File: src/rtl/bullet_pkg.sv
// Shared coordinate type, screen constants and default tuning values for the bullet pool.
package bullet_pkg;
  localparam int COORD_W = 10;
  typedef logic [COORD_W-1:0] coord_t;

  localparam coord_t SCREEN_H = 10'd480;
  localparam coord_t PARK_X   = 10'd0;

  localparam coord_t DEF_SPEED    = 10'd5;
  localparam coord_t DEF_SPAWN_Y  = 10'd440;
  localparam coord_t DEF_TOP_Y    = 10'd10;
  localparam int     DEF_COOLDOWN = 8;
  localparam int     DEF_NSLOT    = 4;
endpackage

File: src/rtl/bullet_slot.sv
// One bullet slot: position and live flag with freeze > hit > move > spawn priority.
module bullet_slot
  import bullet_pkg::*;
#(
  parameter coord_t SPEED   = DEF_SPEED,
  parameter coord_t SPAWN_Y = DEF_SPAWN_Y,
  parameter coord_t TOP_Y   = DEF_TOP_Y
) (
  input  logic               clk,
  input  logic               reset,
  input  logic               freeze,
  input  logic               hit,
  input  logic               move,
  input  logic               spawn,
  input  logic [COORD_W-1:0] spawn_x,
  output logic [COORD_W-1:0] x,
  output logic [COORD_W-1:0] y,
  output logic               active
);

  // A slot only goes inactive through the park path, so idle slots always read x=0, y=480.
  always_ff @(posedge clk) begin
    if (reset) begin
      active <= 1'b0;
      x      <= PARK_X;
      y      <= SCREEN_H;
    end else if (!freeze) begin
      if (active && hit) begin
        active <= 1'b0;
        x      <= PARK_X;
        y      <= SCREEN_H;
      end else if (active && move) begin
        if (y < TOP_Y) begin
          active <= 1'b0;
          x      <= PARK_X;
          y      <= SCREEN_H;
        end else begin
          y <= y - SPEED;
        end
      end else if (spawn) begin
        active <= 1'b1;
        x      <= spawn_x;
        y      <= SPAWN_Y;
      end
    end
  end

endmodule

File: src/rtl/bullet_pool_ctrl.sv
// Pooled bullet scheduler: fire edge detect, spawn cooldown, lowest-free-slot allocation.
// Optional AUTOFIRE_EN: holding fire re-requests a spawn whenever the cooldown is clear.
module bullet_pool_ctrl
  import bullet_pkg::*;
#(
  parameter int     NSLOT    = DEF_NSLOT,
  parameter coord_t SPEED    = DEF_SPEED,
  parameter coord_t SPAWN_Y  = DEF_SPAWN_Y,
  parameter coord_t TOP_Y    = DEF_TOP_Y,
  parameter int     COOLDOWN = DEF_COOLDOWN
) (
  input  logic                     clk,
  input  logic                     reset,
  input  logic                     frame_tick,
  input  logic                     fire,
  input  logic [COORD_W-1:0]       gun_x,
  input  logic [NSLOT-1:0]         hit,
  input  logic                     finish,
  output logic [COORD_W*NSLOT-1:0] bullet_x,
  output logic [COORD_W*NSLOT-1:0] bullet_y,
  output logic [NSLOT-1:0]         active,
  output logic                     fire_ack,
  output logic                     fire_drop,
  output logic                     pool_full
);

  localparam int CW = (COOLDOWN < 1) ? 1 : $clog2(COOLDOWN + 1);

  logic             fire_q;
  logic [CW-1:0]    cooldown;
  logic             cool_zero;
  logic             req;
  logic             spawn_ok;
  logic             drop_now;
  logic             found;
  logic [NSLOT-1:0] spawn_sel;

  assign pool_full = &active;
  assign cool_zero = (cooldown == '0);

`ifdef AUTOFIRE_EN
  // Cooldown throttles a held button silently; only a full pool counts as a drop.
  assign req      = fire & ~finish & cool_zero;
  assign spawn_ok = req & ~pool_full;
  assign drop_now = req & pool_full;
`else
  logic fire_edge;
  assign fire_edge = fire & ~fire_q;
  assign req       = fire_edge & ~finish;
  assign spawn_ok  = req & cool_zero & ~pool_full;
  assign drop_now  = req & ~spawn_ok;
`endif

  // Lowest-index free slot, taken from the pre-update active mask.
  always_comb begin
    spawn_sel = '0;
    found     = 1'b0;
    for (int i = 0; i < NSLOT; i++) begin
      if (!active[i] && !found) begin
        spawn_sel[i] = spawn_ok;
        found        = 1'b1;
      end
    end
  end

  always_ff @(posedge clk) begin
    if (reset) begin
      fire_q    <= 1'b0;
      cooldown  <= '0;
      fire_ack  <= 1'b0;
      fire_drop <= 1'b0;
    end else begin
      fire_q    <= fire;
      fire_ack  <= spawn_ok;
      fire_drop <= drop_now;
      if (!finish) begin
        if (spawn_ok)
          cooldown <= CW'(COOLDOWN);
        else if (frame_tick && !cool_zero)
          cooldown <= cooldown - CW'(1);
      end
    end
  end

  generate
    for (genvar gi = 0; gi < NSLOT; gi++) begin : g_slot
      bullet_slot #(
        .SPEED   (SPEED),
        .SPAWN_Y (SPAWN_Y),
        .TOP_Y   (TOP_Y)
      ) u_slot (
        .clk     (clk),
        .reset   (reset),
        .freeze  (finish),
        .hit     (hit[gi]),
        .move    (frame_tick),
        .spawn   (spawn_sel[gi]),
        .spawn_x (gun_x),
        .x       (bullet_x[COORD_W*gi +: COORD_W]),
        .y       (bullet_y[COORD_W*gi +: COORD_W]),
        .active  (active[gi])
      );
    end
  endgenerate

endmodule

File: config.mk
export PLATFORM = sky130hd
export DESIGN_NAME = bullet_pool_ctrl
export DESIGN_NICKNAME = d
export VERILOG_FILES = /design/src/rtl/bullet_pkg.sv /design/src/rtl/bullet_slot.sv /design/src/rtl/bullet_pool_ctrl.sv
export SDC_FILE = /design/constraint.sdc
export NUM_CORES = 1
export LEC_CHECK = 0
export BUFFER_PORTS_ARGS = -buffer_cell sky130_fd_sc_hd__buf_2
export CORE_MARGIN = 2
export CORE_UTILIZATION = 45
export CTS_BUF_LIST = sky130_fd_sc_hd__clkbuf_2 sky130_fd_sc_hd__clkbuf_4 sky130_fd_sc_hd__clkbuf_8
export DETAILED_ROUTE_END_ITERATION = 16
export PLACE_DENSITY = 0.72
export SYNTH_ARGS = -nofsm -noshare
export SYNTH_HDL_FRONTEND = slang
export SYNTH_HIERARCHICAL = 1
export SYNTH_SLANG_ARGS = --single-unit
File: constraint.sdc
create_clock -name clk -period 3.3 [get_ports clk]
set_input_delay 0.33 -clock clk [delete_from_list [all_inputs] [get_ports clk]]
set_output_delay 0.33 -clock clk [all_outputs]
set_load 0.02 [all_outputs]
==> results_dict.tcl <==
set metrics [dict create \
    postSynthNetCount 455 \
    n_antenna_cell 0 \
    end_kind "flop" \
    wl_per_cell_um 17.3 \
    p_leak_nw 1.95 \
    cts_sinks 91 \
    htreeDepth 3 \
    status "finished clean" \
    grt_pass1_vias 3571 \
    setup_slack_ns 0.334 \
    ys.flop_type "dfxtp_1" \
    crit_arrival_ns 3.21 \
    powerDensity_nw_per_um2 424 \
    crit_family "simple AND/OR/NAND/NOR gates" \
    p_sw_share_pct 23.5 \
    chipWidth_um 99.7 \
    cts_hold_buf 0 \
    initial_core_util_pct 46.8 \
    rows 34 \
    worst_pin_slew_ns 1.03 \
    grt_use_total_pct 22.5 \
    synth_top_cell_area_share_pct 44.2 \
    critPathMaxStageDelay_ns 0.41 \
    rr_worst_depth 9 \
    core_um2 8810 \
    ys_top_cells_by_area "dfxtp_1, a32o_1, inv_1, xnor2_1, o31ai_1" \
    boundaryPins 106 \
    min_period_ns 2.97 \
    min_path_cells 2 \
    clk_pin_slew_ns 0.08 \
    synth.yosys.warnings 6 \
    cts_setup_buffers 0 \
    hold_viol_final 0 \
    cts_max_path_buffers 2 \
    critPathSlowestCell "nor3b_1" \
    cts_resized 0 \
    cap_violations 0 \
    synth_top_area_cell "dfxtp_1" \
    worst_clock_skew_ns 0.0126 \
    rsz0062_at_grt "false" \
    synth_enable_flop_cells 0 \
    synthTopCellsByCount "dfxtp_1, a32o_1, inv_1" \
    synthArstFlopShare_pct 0 \
    via_per_inst 6.15 \
    ir_worst_vdd_mv 0.214 \
    cts_root_buffer "clkbuf_8" \
    cts_tree "yes" \
    power_frac_seq_pct 54.1 \
    crit_buf_inv 2 \
    dpl_worst_slack_ns 0.357 \
    syn_avg_cell_area_um2 9.56 \
    dieHeight_um 99.7 \
    grt_max_degree 38 \
    ys_types 46 \
    min_path_type "in2reg" \
    ant_nets 0 \
    synth_seq_cells 91 \
    slew-limit-headroom_pct 31.2 \
    yosysSeqAreaShare_pct 44.2 \
    insertion_delay_ns 0.34 \
    fillers 838 \
    p_clk_share_pct 37.4 \
    num_vias 3952 \
    syn_area_um2 4120 \
    crit_chain "inv_1, ha_1, or3b_1, or2_2, nor3b_1, inv_1, a21oi_2, o31ai_2, a32o_1" \
    hpwl_um 8160 \
    gp_congestion 0.879 \
    whs_ns 0.228 \
    drt_wl_total_um 11100 \
    p_comb_share_pct 8.5 \
    power.total_w 0.00210 \
    drv_slew 0 \
    critPathLaunchType "flop" \
    numCtsBuffers 9 \
    synthMostInstantiatedCell "dfxtp_1" \
    p_int_w 0.00161 \
    first_pass_iters 6 \
    min_period_over_period_pct 89.9 \
    crit_fanout 14 \
    setup_tns_ns 0 \
    path_class "reg2reg" \
    crit_top_cell "inv_1" \
    drc 0 \
    power_switching_w 0.000493 \
    drt_iter0_markers 171 \
    io_buffers 105 \
    overflow 0 \
    syn_inst 431 \
    finalSetupViolations 0 \
    critPathRequiredTime_ns 3.54 \
    drive_above_1_share_pct 27.9 \
    antenna_found_initial 0 \
    fmax_ghz 0.337 \
    die_area_um2 9940 \
    grt_pass1_wl_um 17900 \
    cp_num_cells 9 \
    fin_nets 557 \
    syn_to_final_growth_pct 20.1 \
]
==> layout by cell type, fill, tap and decap left out, types with 11 or more instances in the layout <==
cell and count:
a32o_1 40, buf_2 105, dfxtp_1 91, inv_1 32
nand2_1 25, nand3_1 11, nor2_1 19, nor3_1 11
o21ai_1 16, o31ai_1 13, xnor2_1 12
==> worst paths after layout <==
path	start	endpoint	slack (ns)
hold reg to reg	cooldown[0]	cooldown[0]	0.49
setup / recovery	cooldown[0]	g_slot[1].u_slot/x[0]	0.33
hold / removal	fire	fire_q	0.23
setup reg to reg	cooldown[0]	g_slot[1].u_slot/x[0]	0.33
==> flip-flops by register name (all words and copies together) (netlist names) <==
name                  count
g_slot.u_slot/x          40
g_slot.u_slot/y          40
cooldown                  4
g_slot.u_slot/active      4
fire_ack                  1
fire_drop                 1
fire_q                    1
==> cell type report <==
| class | instances | area (um^2) | share of cell area, % |
|---|---|---|---|
| clock buffers | 10 | 138 | 2.78 |
| clock inverters | 3 | 65.1 | 1.31 |
| inverters | 32 | 120 | 2.43 |
| multi-input cells | 288 | 2100 | 42.4 |
| flip-flops and latches | 91 | 1820 | 36.8 |
| well taps | 108 | 135 | 2.73 |
| repair buffers | 111 | 571 | 11.5 |
==> metal layers <==
layer / routed length, um / track usage [%] / vias up
met4: 327 / 9.80 / 0
met2: 5310 / 37.7 / 134
met3: 614 / 3.94 / 23
met5: 0 / 0 / -
met1: 4860 / 28.5 / 1905
li1: - / - / 1890
==> logic make-up after synthesis <==
group | Yosys count | share of synthesized area (%)
xor gates and xnor gates | 12 | 2.55
buffers and inverters | 52 | 4.86
AOI/OAI and AO/OA | 149 | 30.5
DFF | 91 | 44.2
adders and majority gates | 5 | 1.52
and+or+nand+nor | 122 | 16.3
==> power groups by stage <==
stage / clock network [W] / logic, W / registers, W
6_report: 0.000785 / 0.000179 / 0.00113
5_1_grt: 0.000850 / 0.000196 / 0.00114
4_1_cts: 0.000812 / 0.000178 / 0.00113
3_5_place_dp: 0 / 0.000178 / 0.00116
3_3_place_gp: 0 / 0.000172 / 0.00116
2_1_floorplan: 0 / 0.0000922 / 0.00117
==> stage by stage <==
step	utilization (%)	area (um^2)	std cells
finish	56.2	4950	643
global route	56.2	4950	643
CTS	56.2	4950	643
detailed placement	53.9	4750	630
global placement	53.9	4750	630
floorplan	-	4120	431
(Power assumes the default switching activity.)
